## config.mk

```make
export PLATFORM = sky130hd
export DESIGN_NAME = qerv_dbus_bridge
export DESIGN_NICKNAME = d
export VERILOG_FILES = /design/src/rtl/qerv_dbus_bridge.sv
export SDC_FILE = /design/constraint.sdc
export NUM_CORES = 1
export LEC_CHECK = 0
export ABC_CLOCK_PERIOD_IN_PS = 4240
export CORE_MARGIN = 3
export CORE_UTILIZATION = 30
export DETAILED_ROUTE_END_ITERATION = 7
export DONT_BUFFER_PORTS = 1
export PLACE_DENSITY = 0.42
export SETUP_SLACK_MARGIN = 0.05
export SLEW_MARGIN = 10
export SYNTH_ARGS = -nofsm -noshare
export SYNTH_HDL_FRONTEND = slang
export SYNTH_SLANG_ARGS = --single-unit
```

## constraint.sdc

```tcl
create_clock -name i_clk -period 4.24 [get_ports i_clk]
set_input_delay 0.848 -clock i_clk [delete_from_list [all_inputs] [get_ports i_clk]]
set_output_delay 0.848 -clock i_clk [all_outputs]
set_load 0.05 [all_outputs]
```

## src/rtl/qerv_dbus_bridge.sv

```systemverilog
// qerv_dbus_bridge: registered Wishbone-classic stage for the qerv data bus.
// The core request launches one bus cycle. The bus signals stay stable until
// the slave acks. The block then returns registered read data with a one-cycle
// completion pulse.
// Optional feature macro: QERV_DBUS_TIMEOUT_EN. When it is defined, a REQ that
// waits more than TIMEOUT cycles for an ack ends with an error ack.
module qerv_dbus_bridge #(
  parameter int unsigned TIMEOUT = 255
) (
  input  logic        i_clk,
  input  logic        i_rst_n,
  input  logic [31:0] i_cpu_adr,
  input  logic [31:0] i_cpu_dat,
  input  logic [3:0]  i_cpu_sel,
  input  logic        i_cpu_we,
  input  logic        i_cpu_cyc,
  output logic [31:0] o_cpu_rdt,
  output logic        o_cpu_ack,
  output logic        o_cpu_err,
  output logic [31:0] o_wb_adr,
  output logic [31:0] o_wb_dat,
  output logic [3:0]  o_wb_sel,
  output logic        o_wb_we,
  output logic        o_wb_cyc,
  output logic        o_wb_stb,
  input  logic [31:0] i_wb_rdt,
  input  logic        i_wb_ack
);

  typedef enum logic [1:0] {
    ST_IDLE = 2'd0,
    ST_REQ  = 2'd1,
    ST_RESP = 2'd2
  } state_t;

  // Timeout limit narrowed to the 16-bit counter width (legal range 1..65535)
  localparam logic [15:0] TIMEOUT_C = 16'(TIMEOUT);

  state_t r_state;
  logic   r_abort;    // core withdrew i_cpu_cyc during the current REQ
  logic   w_abort;    // abort seen now or earlier in this REQ
  logic   w_expired;  // timeout reached in this REQ cycle

  assign w_abort = r_abort | ~i_cpu_cyc;

`ifdef QERV_DBUS_TIMEOUT_EN
  logic [15:0] r_cnt;

  assign w_expired = (r_state == ST_REQ) && (r_cnt == TIMEOUT_C);

  // Count REQ cycles without an ack; restart at every launch
  always_ff @(posedge i_clk or negedge i_rst_n) begin
    if (!i_rst_n) begin
      r_cnt <= 16'd0;
    end else if ((r_state == ST_IDLE) && i_cpu_cyc) begin
      r_cnt <= 16'd0;
    end else if ((r_state == ST_REQ) && !i_wb_ack && !w_expired) begin
      r_cnt <= r_cnt + 16'd1;
    end else begin
      r_cnt <= r_cnt;
    end
  end
`else
  // Without the timeout feature REQ waits for the slave indefinitely
  assign w_expired = 1'b0;
  logic w_unused_timeout;
  assign w_unused_timeout = |TIMEOUT_C;
`endif

  // Bus FSM with all bus and core-side outputs registered
  always_ff @(posedge i_clk or negedge i_rst_n) begin
    if (!i_rst_n) begin
      r_state   <= ST_IDLE;
      r_abort   <= 1'b0;
      o_cpu_rdt <= 32'd0;
      o_cpu_ack <= 1'b0;
      o_cpu_err <= 1'b0;
      o_wb_adr  <= 32'd0;
      o_wb_dat  <= 32'd0;
      o_wb_sel  <= 4'd0;
      o_wb_we   <= 1'b0;
      o_wb_cyc  <= 1'b0;
      o_wb_stb  <= 1'b0;
    end else begin
      case (r_state)
        ST_IDLE: begin
          o_cpu_ack <= 1'b0;
          o_cpu_err <= 1'b0;
          if (i_cpu_cyc) begin
            o_wb_adr <= i_cpu_adr;
            o_wb_dat <= i_cpu_dat;
            o_wb_sel <= i_cpu_sel;
            o_wb_we  <= i_cpu_we;
            o_wb_cyc <= 1'b1;
            o_wb_stb <= 1'b1;
            r_abort  <= 1'b0;
            r_state  <= ST_REQ;
          end else begin
            r_state <= ST_IDLE;
          end
        end

        ST_REQ: begin
          r_abort <= w_abort;
          if (i_wb_ack) begin
            // A slave ack in the expiry cycle wins over the timeout
            o_wb_cyc <= 1'b0;
            o_wb_stb <= 1'b0;
            if (!o_wb_we) begin
              o_cpu_rdt <= i_wb_rdt;
            end else begin
              o_cpu_rdt <= o_cpu_rdt;
            end
            o_cpu_err <= 1'b0;
            if (w_abort) begin
              o_cpu_ack <= 1'b0;
              r_state   <= ST_IDLE;
            end else begin
              o_cpu_ack <= 1'b1;
              r_state   <= ST_RESP;
            end
          end else if (w_expired) begin
            o_wb_cyc  <= 1'b0;
            o_wb_stb  <= 1'b0;
            o_cpu_rdt <= 32'd0;
            if (w_abort) begin
              o_cpu_ack <= 1'b0;
              o_cpu_err <= 1'b0;
              r_state   <= ST_IDLE;
            end else begin
              o_cpu_ack <= 1'b1;
              o_cpu_err <= 1'b1;
              r_state   <= ST_RESP;
            end
          end else begin
            r_state <= ST_REQ;
          end
        end

        ST_RESP: begin
          // The ack pulse lasts one cycle; the core drops i_cpu_cyc next
          o_cpu_ack <= 1'b0;
          o_cpu_err <= 1'b0;
          r_state   <= ST_IDLE;
        end

        default: begin
          o_cpu_ack <= 1'b0;
          o_cpu_err <= 1'b0;
          o_wb_cyc  <= 1'b0;
          o_wb_stb  <= 1'b0;
          r_state   <= ST_IDLE;
        end
      endcase
    end
  end

endmodule

```

==> impl_results.md, run 1 <==
* Final hold violations at 0
* Kind of critical path: reg -> out
* Vias per cell at 4.72
* Post-CTS Resized at 0
* Routed wire length at 7860 um
* First-pass GRT wire length at 12200 um
* 1st-iter DRT viols at 38
* Critical path data required time at 3.39 ns
* R2r startpoint: o_wb_we
* Synthesized flop and latch total at 106
* CTS Hold Bufs at 0
* Startpoint types: register
* Period Utilization, post-route at 51.0%
* Layout cells sized above 1 at 48.6%
* Wirelength per Cell at 18.7 um
* Post-synthesis cell area at 3990 sq um
* Post-CTS setup buffers at 0
* RSZ-0062 raised after global routing: no
* Vias in the first global route at 2234
* Max_cap viols at 0
* Gr usage total at 10.9%
* Clock Tree Buf Depth at 2
* Status: complete, no violations
* Detailed-route via count at 1979
* Initial core utilization at 31.1%
* DP HPWL at 5500 um
* Yosys cell types at 19
* Hold Crit Class: in -> async
* Synthesized net count at 344
* Reg2reg path depth at 3
* Die height at 121 um
* Yosys warnings at 0
* GR Overflow Total at 0
* Port buffer count at 0
* Nets at 347
* Final cell area excluding filler cells at 4470 sq um
* R2R setup slack at 2.14 ns
* Post-synthesis sequential area ratio at 66.4%
* Crit path DAT at 1.32 ns
* Later-pin clock latency in the skew report at 0.34 ns
* Peak Freq at 462 MHz
* Die W at 121 um
* TritonRoute pass-1 iters at 4
* Post-route setup slack at 2.08 ns
* Critical Path Sink Type: output port
* Max Clock Skew at 0.00697 ns
* Largest net degree at the start of global routing at 107
* Initial antenna violation count at 0
* Placed cell areas at 4150 sq um
* Top-Level Pins at 210
* Setup TNS at 0 ns
* Syn-to-layout area delta at 12.0%
* Synth Instances at 239
* Synthesized area per cell at 16.7 sq um
* R2r endpoint: o_cpu_rdt[27]
* Core box area at 12800 sq um
* # fillers at 1238
* Pre-CTS setup slack at 1.85 ns
* Min Tclk post-route at 2.16 ns
* Total die area at 14700 sq um
* N_diodes at 0
* Sink Count at 106
* Final Max Slew Viols at 0
* CTS clock-pin slew for the worst setup and hold paths at 0.07 ns
* Rel. slew slack at 36.3%
* CTS tree: yes
* H-Tree Level Count at 3
* DRC at 0
* TritonCTS buffer count at 9
* CP Max Fanout at 4
* Root Driver: clkbuf_16
* FP Rows at 41
* Worst-margin pin slew at 0.956 ns
* Final Wtd Congestion at 0.639
* Final setup viols at 0
* Routed Antenna Nets at 0
==> through the flow <==
step	cells	hold WS [ns]	util [%]
2_1_floorplan	239	0.447	-
3_3_place_gp	403	0.462	32.4
3_5_place_dp	403	0.470	32.4
4_1_cts	419	0.174	34.9
5_1_grt	419	0.167	34.9
6_report	419	0.194	34.9
==> final cells by class <==
cell class | count | area (sq um) | area share [%]
flip-flops and latches | 106 | 2650 | 59.3
well taps | 172 | 215 | 4.81
multi-input cells | 119 | 1250 | 27.9
inverters | 2 | 7.51 | 0.168
clock inverters | 5 | 77.6 | 1.73
repair buffers | 4 | 30.0 | 0.672
clock buffers | 11 | 243 | 5.43
==> cell families (layout without fill, tap and decap cells) <==
family | count (synthesis) | count (layout) | synth area share, %
AO/OA/AOI/OAI | 5 | 5 | 0.721
multiplexers | 101 | 101 | 28.5
flip-flops | 106 | 106 | 66.4
buffers and inverters | 14 | 22 | 2.51
AND/OR/NAND/NOR | 12 | 12 | 1.79
other | 1 | 1 | 0.0939
==> layer usage <==
layer  share of wire [%]  GRT usage [%]  vias up
met5                   0              0        -
met4                 1.8           5.67        0
met3                  15           6.57        9
met2                  47           16.6      139
met1                  37           11.9      999
li1                    -              -      832
==> layout by cell type, fill, tap and decap left out, drive strengths merged, types with 2 or more instances in the layout <==
cell / count
nand2: 3
mux2: 101
a21oi: 2
inv: 2
buf: 4
clkinv: 2
nor2: 4
dfrtp: 106
nand2b: 2
bufinv: 2
clkbuf: 11
==> how the worst max path moves through the flow <==
stage / from / end / slack (ns) / depth (start not counted)
floorplan: i_cpu_cyc / o_wb_adr[21] / 2.41 / 5
global placement: i_wb_ack / o_cpu_rdt[27] / 1.86 / 4
detailed placement: i_cpu_cyc / o_wb_dat[30] / 1.85 / 4
CTS: o_wb_stb / o_wb_cyc / 2.04 / 0
global route: o_wb_we / o_cpu_rdt[29] / 2.02 / 3
finish: o_wb_stb / o_wb_cyc / 2.08 / 0
==> sequential cells by signal, summed over array words and instances (netlist names) <==
name,cells
o_wb_sel,4
o_cpu_rdt,32
o_wb_stb,1
o_cpu_ack,1
o_wb_adr,32
o_wb_dat,32
r_state,2
o_wb_we,1
r_abort,1
==> cell usage after synthesis, drive strengths merged <==
cell	count	area (sq um)
nor3	1	16.3
nand3b	1	7.51
buf	12	92.6
o21ai	1	5.00
a211oi	1	7.51
conb	1	3.75
nand2	3	11.3
nand2b	2	12.5
a21oi	2	10.0
nor2	4	17.5
mux2	101	1140
o22ai	1	6.26
inv	2	7.51
nor2b	1	6.26
dfrtp	106	2650
Power of run 1 is not shown: default switching activity piles up to over one toggle a cycle in this logic, so the estimate is an artifact.
==> inputs of run 2 (changes only) <==
- ABC_CLOCK_PERIOD_IN_PS: 4240 -> 1800
- PLACE_DENSITY: 0.42 -> 0.43
- clock period: 4.24 -> 1.8 ns (I/O delays scaled with it)
==> run 2 against run 1 <==
Net effect: the flow now finishes with violations (hold timing); critical path depth rose by 4; final cell count up 0.24%; global-route usage down 0.37 points; sequential cell count unchanged.
==> impl_results.md, run 2 (same netlist as run 1, synthesis figures left out) <==
* Nets at 348 (was 347)
* CTS clock-pin slew for the worst setup and hold paths at 0.07 ns (about the same)
* Kind of critical path: reg -> reg (was reg -> out)
* Final Wtd Congestion at 0.686 (was 0.639)
* Gr usage total at 10.6% (was 10.9%)
* Core box area at 12800 sq um (unchanged)
* Startpoint types: register (unchanged)
* Later-pin clock latency in the skew report at 0.34 ns (about the same)
* GR Layer Usage met3 at 5.55% (was 6.57%)
* Status: finished with violations (was complete, no violations)
* Routed Antenna Nets at 0 (unchanged)
* Period Utilization, post-route at 86.2%
* Hold Crit Class: in -> async (unchanged)
* Crit path DAT at 1.78 ns (was 1.32 ns)
* Wirelength per Cell at 18.7 um (about the same)
* Clock Tree Buf Depth at 2 (unchanged)
* Crit path cell chain: nand2b_1 > nor2_4 > buf_12 > mux2_2
* N_diodes at 0 (unchanged)
* Routed wire length at 7860 um (about the same)
* Critical Path Sink Type: register (was output port)
* Die height at 121 um (unchanged)
* Top-Level Pins at 210 (unchanged)
* Total die area at 14700 sq um (unchanged)
* R2R setup slack at 0.25 ns (was 2.14 ns)
* Root Driver: clkbuf_16 (unchanged)
* DP HPWL at 5410 um (was 5500 um)
* Reg2reg path depth at 4 (was 3)
* Initial antenna violation count at 0 (unchanged)
* Sink Count at 106 (unchanged)
* Final hold violations at 106 (was 0)
* Layout Cells excl Fill at 420 (was 419)
* Commonest non-fill, non-tap cell in the layout: dfrtp_1 (unchanged)
* Busiest layer in global routing: met2 (unchanged)
* TritonRoute pass-1 iters at 4 (unchanged)
* Largest net degree at the start of global routing at 107 (unchanged)
* Most frequent cells in the layout: dfrtp_1, mux2_2, clkbuf_16 (unchanged)
* Crit-path max cell delay at 0.41 ns
* Rel. slew slack at 63.8% (was 36.3%)
* R2r startpoint: r_state[1] (was o_wb_we)
* Layout cells sized above 1 at 48.4% (was 48.6%)
* Max Clock Skew at 0.00401 ns (was 0.00697 ns)
* Die W at 121 um (unchanged)
* Post-CTS Resized at 0 (unchanged)
* Detailed-route via count at 1940 (was 1979)
* Placed Cells at 404 (was 403)
* Met2 usage at 16.0% (was 16.6%)
* Violated checks: hold timing
* Port buffer count at 0 (unchanged)
* Final setup viols at 0 (unchanged)
* Largest regs: o_cpu_rdt x32, o_wb_adr x32, o_wb_dat x32 (unchanged)
* Vias in the first global route at 2126 (was 2234)
* RSZ-0062 raised after global routing: no (unchanged)
* R2r endpoint: o_wb_dat[20] (was o_cpu_rdt[27])
* Peak Freq at 644 MHz
* Setup TNS at 0 ns (unchanged)
* GR Overflow Total at 0 (unchanged)
* CP Max Fanout at 57 (was 4)
* Post-layout util at 34.8% (was 34.9%)
* First-pass GRT wire length at 11700 um (was 12200 um)
* Final Max Slew Viols at 0 (unchanged)
* Met1 usage at 11.8% (was 11.9%)
* Vias per cell at 4.62 (was 4.72)
* Worst hold margin at -0.286 ns (was 0.194 ns)
* Worst-margin pin slew at 0.543 ns (was 0.956 ns)
* TritonCTS buffer count at 9 (unchanged)
* Critical path data required time at 2.03 ns (was 3.39 ns)
* Critical path's slowest cell: dfrtp_1
* Initial core utilization at 31.1% (unchanged)
* FP Rows at 41 (unchanged)
* Min Tclk post-route at 1.55 ns
* 1st-iter DRT viols at 47 (was 38)
* DRC at 0 (unchanged)
* # fillers at 1224 (was 1238)
* Max_cap viols at 0 (unchanged)
* H-Tree Level Count at 3 (unchanged)
* Syn-to-layout area delta at 11.9% (was 12.0%)
* CTS tree: yes (unchanged)
* Post-CTS setup buffers at 0 (unchanged)
## run 2: cell types whose count changed in the layout (fill, tap and decap cells not counted)
cell,delta
buf_12,+2
bufinv_16,-2
clkbuf_8,+2
buf_4,-1
clkbuf_1,+1
clkinvlp_4,-1
## run 2: cell type report
| type | count | area [sq um] | area share [%] |
|---|---|---|---|
| clock buffer | 14 | 274 | 6.13 |
| clock inverter | 2 | 10.0 | 0.224 |
| inverter | 2 | 7.51 | 0.168 |
| multi-input combinational | 119 | 1250 | 27.9 |
| sequential | 106 | 2650 | 59.4 |
| tap | 172 | 215 | 4.82 |
| timing repair buffer | 5 | 62.6 | 1.40 |
## run 2: layer usage
layer / part of all wire [%] / wire, um
met1: 38 / 3010
met2: 46 / 3630
met3: 13 / 1050
met4: 2.2 / 175
met5: 0 / 0
## run 2: worst max-delay path by stage
stage,from,to,slack (ns),cells past startpoint
2_1_floorplan,o_wb_we,o_cpu_rdt[10],0.25,3
3_3_place_gp,r_state[1],o_wb_adr[11],0.27,4
3_5_place_dp,r_state[0],o_cpu_rdt[3],0.24,4
4_1_cts,r_state[0],o_cpu_rdt[7],0.22,4
5_1_grt,r_state[0],o_cpu_rdt[7],0.11,4
6_report,r_state[1],o_wb_dat[20],0.25,4
## run 2: worst max-delay path, delay by kind of cell, from the launching register on
kind	cells	cell delay, ns
buf+inv	1	0.29
flops	1	0.41
mux	1	0.37
simple gates	2	0.33
## run 2: through the flow
| stage | instance area [sq um] | hold WS (ns) | setup WS (ns) |
|---|---|---|---|
| after floorplan | 3990 | 0.0644 | 0.252 |
| after global placement | 4180 | 0.0671 | 0.267 |
| after detailed placement | 4180 | 0.0674 | 0.236 |
| after CTS | 4470 | -0.313 | 0.224 |
| after global routing | 4470 | -0.308 | 0.108 |
| final | 4470 | -0.286 | 0.248 |
Power of run 2 is left out for the same reason.
